==> src/rtl/video_pkg.sv <==
// rtl/video_pkg.sv - shared types and constants for the raster timing generator
package video_pkg;

  typedef enum logic [1:0] {
    ST_ACTIVE = 2'd0,
    ST_FRONT  = 2'd1,
    ST_SYNC   = 2'd2,
    ST_BACK   = 2'd3
  } axis_state_t;

  localparam int H_ACTIVE_1080P = 1920;
  localparam int H_FRONT_1080P  = 88;
  localparam int H_SYNC_1080P   = 44;
  localparam int H_BACK_1080P   = 148;
  localparam int V_ACTIVE_1080P = 1080;
  localparam int V_FRONT_1080P  = 4;
  localparam int V_SYNC_1080P   = 5;
  localparam int V_BACK_1080P   = 36;

  localparam logic [23:0] RGB_WHITE   = 24'hFFFFFF;
  localparam logic [23:0] RGB_YELLOW  = 24'hFFFF00;
  localparam logic [23:0] RGB_CYAN    = 24'h00FFFF;
  localparam logic [23:0] RGB_GREEN   = 24'h00FF00;
  localparam logic [23:0] RGB_MAGENTA = 24'hFF00FF;
  localparam logic [23:0] RGB_RED     = 24'hFF0000;
  localparam logic [23:0] RGB_BLUE    = 24'h0000FF;
  localparam logic [23:0] RGB_BLACK   = 24'h000000;
  localparam logic [23:0] RGB_GRID_BG = 24'h000040;

  localparam int DVH_DE = 2;
  localparam int DVH_VS = 1;
  localparam int DVH_HS = 0;
  localparam int VHB_V  = 1;
  localparam int VHB_H  = 0;

  function automatic logic [23:0] bar_colour(input logic [2:0] idx);
    case (idx)
      3'd0:    return RGB_WHITE;
      3'd1:    return RGB_YELLOW;
      3'd2:    return RGB_CYAN;
      3'd3:    return RGB_GREEN;
      3'd4:    return RGB_MAGENTA;
      3'd5:    return RGB_RED;
      3'd6:    return RGB_BLUE;
      default: return RGB_BLACK;
    endcase
  endfunction

endpackage

==> src/rtl/video_tim_axis.sv <==
// rtl/video_tim_axis.sv - one timing axis: ACTIVE/FRONT/SYNC/BACK walker with in-state counter
module video_tim_axis
  import video_pkg::*;
#(
  parameter int ACTIVE = 1920,
  parameter int FRONT  = 88,
  parameter int SYNC   = 44,
  parameter int BACK   = 148,
  parameter int W      = 12
) (
  input  logic        clk_i,
  input  logic        rst_i,
  input  logic        step_i,
  output axis_state_t state_o,
  output logic [W-1:0] pos_o,
  output logic        last_o
);

  axis_state_t  state_q;
  logic [W-1:0] cnt_q;
  logic [W-1:0] len_m1;

  always_comb begin
    case (state_q)
      ST_ACTIVE: len_m1 = W'(ACTIVE - 1);
      ST_FRONT:  len_m1 = W'(FRONT - 1);
      ST_SYNC:   len_m1 = W'(SYNC - 1);
      default:   len_m1 = W'(BACK - 1);
    endcase
  end

  always_ff @(posedge clk_i) begin
    if (rst_i) begin
      state_q <= ST_ACTIVE;
      cnt_q   <= '0;
    end else if (step_i) begin
      if (cnt_q == len_m1) begin
        cnt_q <= '0;
        case (state_q)
          ST_ACTIVE: state_q <= ST_FRONT;
          ST_FRONT:  state_q <= ST_SYNC;
          ST_SYNC:   state_q <= ST_BACK;
          default:   state_q <= ST_ACTIVE;
        endcase
      end else begin
        cnt_q <= cnt_q + W'(1);
      end
    end
  end

  assign state_o = state_q;
  assign pos_o   = cnt_q;
  assign last_o  = (state_q == ST_BACK) && (cnt_q == len_m1);

endmodule

==> src/rtl/video_timing_gen.sv <==
// rtl/video_timing_gen.sv - CEA-861 raster timing, sync encoding and built-in test pattern
module video_timing_gen
  import video_pkg::*;
#(
  parameter int H_ACTIVE = H_ACTIVE_1080P,
  parameter int H_FRONT  = H_FRONT_1080P,
  parameter int H_SYNC   = H_SYNC_1080P,
  parameter int H_BACK   = H_BACK_1080P,
  parameter int V_ACTIVE = V_ACTIVE_1080P,
  parameter int V_FRONT  = V_FRONT_1080P,
  parameter int V_SYNC   = V_SYNC_1080P,
  parameter int V_BACK   = V_BACK_1080P,
  parameter bit SYNC_POL = 1'b1
) (
  input  logic        clk_i,
  input  logic        rst_i,
  input  logic        cen_i,
  input  logic [1:0]  pattern_sel_i,
  output logic [1:0]  vh_blank_o,
  output logic [2:0]  dvh_sync_o,
  output logic [11:0] h_pos_o,
  output logic [10:0] v_pos_o,
  output logic        sof_o,
  output logic [23:0] vid_rgb_o
);

  localparam int BAR_W = H_ACTIVE / 8;
  localparam bit PARAMS_OK = (H_ACTIVE >= 1) && (H_FRONT >= 1) && (H_SYNC >= 1) && (H_BACK >= 1) &&
                             (V_ACTIVE >= 1) && (V_FRONT >= 1) && (V_SYNC >= 1) && (V_BACK >= 1) &&
                             (H_ACTIVE % 8 == 0);

  axis_state_t h_state, v_state;
  logic [11:0] h_cnt;
  logic [10:0] v_cnt;
  logic        h_last, v_last;

  logic        h_act, v_act, de;
  logic [11:0] h_pix;
  logic [10:0] v_pix;
  logic [2:0]  bar_idx;
  logic [23:0] rgb_d;

  logic [1:0]  vh_blank_q;
  logic [2:0]  dvh_sync_q;
  logic [11:0] h_pos_q;
  logic [10:0] v_pos_q;
  logic        sof_q;
  logic [23:0] rgb_q;
  logic        first_pix_q;

  video_tim_axis #(
    .ACTIVE(H_ACTIVE), .FRONT(H_FRONT), .SYNC(H_SYNC), .BACK(H_BACK), .W(12)
  ) u_h_axis (
    .clk_i  (clk_i),
    .rst_i  (rst_i),
    .step_i (cen_i),
    .state_o(h_state),
    .pos_o  (h_cnt),
    .last_o (h_last)
  );

  video_tim_axis #(
    .ACTIVE(V_ACTIVE), .FRONT(V_FRONT), .SYNC(V_SYNC), .BACK(V_BACK), .W(11)
  ) u_v_axis (
    .clk_i  (clk_i),
    .rst_i  (rst_i),
    .step_i (cen_i & h_last),
    .state_o(v_state),
    .pos_o  (v_cnt),
    .last_o (v_last)
  );

  always_comb begin
    h_act = (h_state == ST_ACTIVE);
    v_act = (v_state == ST_ACTIVE);
    de    = h_act & v_act;
    h_pix = h_act ? h_cnt : '0;
    v_pix = v_act ? v_cnt : v_pos_q;
    // bar index by threshold compares against constant bar edges
    bar_idx = 3'd0;
    for (int k = 1; k < 8; k++) begin
      if (int'(h_pix) >= k * BAR_W) bar_idx = bar_idx + 3'd1;
    end
    rgb_d = RGB_BLACK;
    if (de) begin
      case (pattern_sel_i)
        2'd0:    rgb_d = bar_colour(bar_idx);
        2'd1:    rgb_d = (h_pix[5:0] == 6'd0 || v_pix[5:0] == 6'd0) ? RGB_WHITE : RGB_GRID_BG;
        2'd2:    rgb_d = {3{h_pix[10:3]}};
        default: rgb_d = RGB_BLACK;
      endcase
    end
  end

  // first_pix_q marks that the axis FSMs currently sit on pixel (0,0)
  always_ff @(posedge clk_i) begin
    if (rst_i) begin
      vh_blank_q  <= 2'b11;
      dvh_sync_q  <= {1'b0, ~SYNC_POL, ~SYNC_POL};
      h_pos_q     <= '0;
      v_pos_q     <= '0;
      sof_q       <= 1'b0;
      rgb_q       <= '0;
      first_pix_q <= 1'b1;
    end else if (cen_i) begin
      vh_blank_q[VHB_V]  <= ~v_act;
      vh_blank_q[VHB_H]  <= ~h_act;
      dvh_sync_q[DVH_DE] <= de;
      dvh_sync_q[DVH_VS] <= (v_state == ST_SYNC) ? SYNC_POL : ~SYNC_POL;
      dvh_sync_q[DVH_HS] <= (h_state == ST_SYNC) ? SYNC_POL : ~SYNC_POL;
      h_pos_q            <= h_pix;
      v_pos_q            <= v_pix;
      sof_q              <= first_pix_q;
      rgb_q              <= rgb_d;
      first_pix_q        <= h_last & v_last;
    end
  end

  always_ff @(posedge clk_i) begin
    assert (PARAMS_OK);
  end

  assign vh_blank_o = vh_blank_q;
  assign dvh_sync_o = dvh_sync_q;
  assign h_pos_o    = h_pos_q;
  assign v_pos_o    = v_pos_q;
  assign sof_o      = sof_q;
  assign vid_rgb_o  = rgb_q;

endmodule
==> config.mk <==
export PLATFORM = sky130hd
export DESIGN_NAME = video_timing_gen
export DESIGN_NICKNAME = d
export VERILOG_FILES = /design/src/rtl/video_pkg.sv /design/src/rtl/video_tim_axis.sv /design/src/rtl/video_timing_gen.sv
export SDC_FILE = /design/constraint.sdc
export NUM_CORES = 1
export LEC_CHECK = 0
export CAP_MARGIN = 20
export CORE_MARGIN = 5
export CORE_UTILIZATION = 50
export DETAILED_ROUTE_END_ITERATION = 16
export PLACE_DENSITY = 0.72
export SYNTH_ARGS = -nofsm -noshare
export SYNTH_HDL_FRONTEND = slang
export SYNTH_SLANG_ARGS = --single-unit
export TNS_END_PERCENT = 100
==> constraint.sdc <==
create_clock -name clk_i -period 14.95 [get_ports clk_i]
set_input_delay 4.485 -clock clk_i [delete_from_list [all_inputs] [get_ports clk_i]]
set_output_delay 4.485 -clock clk_i [all_outputs]
set_load 0.05 [all_outputs]
# After elaboration in Yosys (flattened, before gate mapping)
# Cells that the tools add are included.
# Widths: inputs -> output; s select.
# word_totals
out_inout_bits,53
input_bits,5
wordCells,81
reg_bits,81
# classes
n_eq_ne,16
n_mux,21
n_bitwise,5
n_reduce_logical,12
order_cmp,7
n_addsub,8
# ops
cell,count
$pmux 24 s7,1
$pmux 24 s3,1
$pmux 11 s3,2
$mux 24,2
$ge 12x11->1 const B,3
$ge 12x10->1 const B,2
$mux 12,2
$add 3x1->3 const B,6
$mux 3,6
$add 12x1->12 const B,1
$eq 12x11->1,1
$ge 12x8->1 const B,1
$ge 12x9->1 const B,1
$logic_not 6->1,2
$pmux 2 s3,2
$add 11x1->11 const B,1
$eq 11x11->1,1
$mux 11,1
$eq 2x2->1 const B,5
$eq 3x3->1 const B,3
$eq 2x1->1 const B,3
$eq 3x2->1 const B,2
$logic_not 2->1,3
$mux 6,1
other kinds (8),16

# Depth between registers and ports, before layout
# depth
depth_word,20
mapped_depth,26
depth_no_buf,22

# Hierarchy
# Synthesis repeated with hierarchy kept, for this count alone.
# unflattened
cells_unflattened,527
area_unflattened_um2,4346.7
# by_module_without_submodules
module,seq_area_each_um2,instances,cells_each,area_each_um2
video_timing_gen,1081.0,1,356,2836.5
video_tim_axis at u_h_axis,280.3,1,89,804.5
video_tim_axis at u_v_axis,260.2,1,82,705.7

# Worst setup path before layout
# No wires, ideal clock.
# synth_timing
path_type,input to register
startpoint,input cen_i
endpoint,"register u_v_axis.cnt_q[0], in the netlist u_v_axis.pos_o[0]"
path_buffers,2
t_arrival_ns,6.222
slack_ns,8.614
cell_stages,8
t_required_ns,14.836
setup_ns,0.114
path_cell_list,clkbuf_8 nand2_1 or3_1 or4_4 nor4b_4 or2_2 buf_6 nor2_1
# synth_via
elab_chain_len,1
# synth_lines
element,line_no,source
"start, declared",video_timing_gen.sv:17,"input logic cen_i,"
$and 1x1->1,video_timing_gen.sv:67,".step_i (cen_i & h_last),"
"end signal, assigned",video_tim_axis.sv:46,cnt_q <= cnt_q + W'(1);
"end, declared",video_tim_axis.sv:20,logic [W-1:0] cnt_q;
# No other way between the ends.
# A chain may end at the register's enable or synchronous reset.

# Final worst setup path
# layout_timing
startpoint,input cen_i
endpoint,"register u_v_axis.cnt_q[5], in the netlist u_v_axis.pos_o[5]"
# The elaborated chain is that of the path after synthesis.

==> run summary <==
status: finished clean
reg2reg setup slack: 9490 ps
I/O pins: 58
Achievable Freq: 0.146 GHz
Worst Path Required: 15190 ps
CTS tree: built
P_int: 0.299 mW
vias per inst: 5.66
worst path cell trace: clkdlybuf4s50_1, buf_4, nand2_1, or3_1, or4_4, nor4b_4, or2_2, nor2_1
later-pin clock latency in the skew report: 360 ps
overall power: 0.418 mW
most used flip-flop cell after synthesis: dfxtp_1
number of synthesized register bits: 81
CP Launch Type: input port
cts hold-fix bufs: 0
clock network power share: 0.347
Setup Skew: 9.58 ps
Starting Density: 0.505
LEAKAGE: 1.97 nW
DRC viols: 0
Comb power frac: 0.115
Post-Syn Nets: 505
Crit Path Max Fanout: 28
Final Slew Violations: 0
root buffer cell: clkbuf_8
Placed Area: 4650 µm²
RSZ-0062 raised after global routing: no
Worst R2R End: vid_rgb_o[15]
final instance area: 4830 µm²
vias in the first global route: 3393
critical path startpoint: cen_i
CP endpoint: u_v_axis.pos_o[5]
Avg WL per Cell: 15.5 µm
Worst Max-Slew Pin Slew: 1070 ps
sequential area share after synthesis: 0.397
Flop pwr share: 0.538
Crit-path slowest cell: or4_4
WP depth: 8
EDFF count, synth: 0
commonest cells after routing, fill and taps aside: dfxtp_1, nand2_1, clkdlybuf4s50_1, nor2_1, a21oi_1
gr ovfl total: 0
Routed Antenna Nets: 0
row count: 33
max cap viols: 0
slowest stage delay, CP: 540 ps
DRT Pass-1 Iters: 4
Slew HR: 0.286
initial antenna violation count: 0
P&R area growth vs syn: 18.1%
PwrDens: 86.6 nW/µm²
Die X: 100 µm
antenna diode count: 0
Top delay family on crit path: simple AND/OR/NAND/NOR gates
top-area cell type share of the netlist area: 0.397
die area: 10100 µm²
share of cells above drive strength 1: 0.0610
pre-CTS WS: 7760 ps
post-CTS sizing: 0
asr flop ratio synth: 0
critical path data arrival time: 7070 ps
Net Switching: 0.119 mW
Starting DRT DRC Count: 171
Avg Inst Size Synth: 8.47 µm²
Tcrit/Tclk final: 0.457
Setup TNS: 0 ps
Yosys top cell by area: dfxtp_1
launching point of the worst reg2reg path: u_h_axis.pos_o[10]
die height: 100 µm
Final Hold Vio Count: 0
worst path bufs/invs: 2
Ys Warns: 0
Synth cell types: 53
RD Place Congestion: 0.819
WL final: 9.76 mm
top post-synthesis cells by area: dfxtp_1, nand2_1, a21oi_1
# clock sinks: 81
switch share: 0.285
commonest non-fill, non-tap cell in the layout: dfxtp_1
Setup violations, final: 0
Min-Delay Path Class: reg2reg
Cell Area, Synth: 4090 µm²
register clock-pin slew on the reported worst setup and hold paths: 90 ps
Worst Setup Path Type: in2reg
r2r worst-path depth: 21
total number of vias: 3568
dpl hpwl: 6.97 mm
largest net degree at the start of global routing: 43
maximum buffer depth of the clock tree: 2
# Post-CTS Setup Buffers: 0
CP Capture Type: flop
setup slack after layout: 8120 ps
GRT Total Usage: 0.198
VDD IR max: 57.1 µV
minimum clock period: 6830 ps
global-route wire length before repair: 16.3 mm
nets: 542
TritonCTS Buffers: 9
H-tree levels: 3
Mapped Cells: 483
IO buf count: 57
core area: 8090 µm²
==> per-stage QoR <==
step | utilization | std cells | hold slack [ps]
after floorplan | - | 483 | 460
final | 0.596 | 630 | 459
after CTS | 0.596 | 630 | 462
after global placement | 0.574 | 614 | 447
after detailed placement | 0.574 | 614 | 448
after global routing | 0.596 | 630 | 483
==> cells by family (layout without fill, tap and decap cells) <==
kind of cell	count (synthesis)	after routing	synth area share
simple gates	189	189	0.220
compound gates	109	109	0.187
flops	81	81	0.397
buf+inv	46	88	0.0523
xor+xnor	28	28	0.0600
fa+ha+maj	17	17	0.0520
mux	13	13	0.0327
==> tightest hold or removal path, delay by kind of cell (launching register included) <==
kind	cells	cell delay (ps)
AND/OR/NAND/NOR	1	50
AO/OA/AOI/OAI	1	50
flip-flops	1	320
==> cells in the mapped netlist (all sizes together) (3+ instances only) <==
cell / instances
nor2: 54
nand3: 25
a211o: 16
inv: 11
o41ai: 3
a21oi: 43
and4: 3
mux2: 3
and2: 3
o311a: 3
nor4: 5
xnor2: 10
o211ai: 6
a2bb2oi: 8
mux2i: 10
nor3: 10
dfxtp: 81
nand2: 59
o21ai: 6
buf: 11
o211a: 4
nand4: 6
and3: 12
o22ai: 3
ha: 17
xor2: 18
clkbuf: 24
or4: 5
a211oi: 3
==> layer usage <==
layer | GRT usage | vias up | part of all wire
met5 | 0 | - | 0
met4 | 0.0549 | 0 | 0.0081
met3 | 0.0403 | 8 | 0.037
met2 | 0.341 | 59 | 0.51
met1 | 0.252 | 1712 | 0.44
li1 | - | 1789 | -
==> registers in the layout, indices dropped and copies added (netlist names) <==
register / cells
u_v_axis.pos_o: 11
h_pos_o: 12
first_pix_q: 1
sof_o: 1
u_v_axis.state_o: 2
vid_rgb_o: 24
dvh_sync_o: 3
vh_blank_o: 2
u_h_axis.pos_o: 12
u_h_axis.state_o: 2
v_pos_o: 11
==> power by group through the flow <==
| stage | combinational [mW] | clock, mW | sequential (mW) |
|---|---|---|---|
| after floorplan | 0.0170 | 0 | 0.247 |
| after global placement | 0.0478 | 0 | 0.230 |
| after detailed placement | 0.0483 | 0 | 0.230 |
| after CTS | 0.0484 | 0.149 | 0.225 |
| after global routing | 0.0510 | 0.156 | 0.226 |
| final | 0.0480 | 0.145 | 0.225 |
==> cell type report <==
type | instances | area, µm²
multi-input cells | 356 | 2250
repair buffers | 61 | 601
well taps | 105 | 131
clock inverters | 7 | 55.1
fillers | 749 | 3270
flip-flops and latches | 81 | 1620
inverters | 11 | 41.3
clock buffers | 9 | 124
==> worst min path at each step <==
stage	startpoint	endpoint	slack [ps]	depth (start not counted)
finish	v_pos_o[10]	v_pos_o[10]	460	2
CTS	v_pos_o[10]	v_pos_o[10]	460	2
global placement	v_pos_o[7]	v_pos_o[7]	450	2
global route	dvh_sync_o[2]	dvh_sync_o[2]	480	2
detailed placement	vid_rgb_o[13]	vid_rgb_o[13]	450	1
floorplan	u_v_axis.pos_o[7]	v_pos_o[7]	460	2
Note: power is estimated with default switching activity, not from simulation.
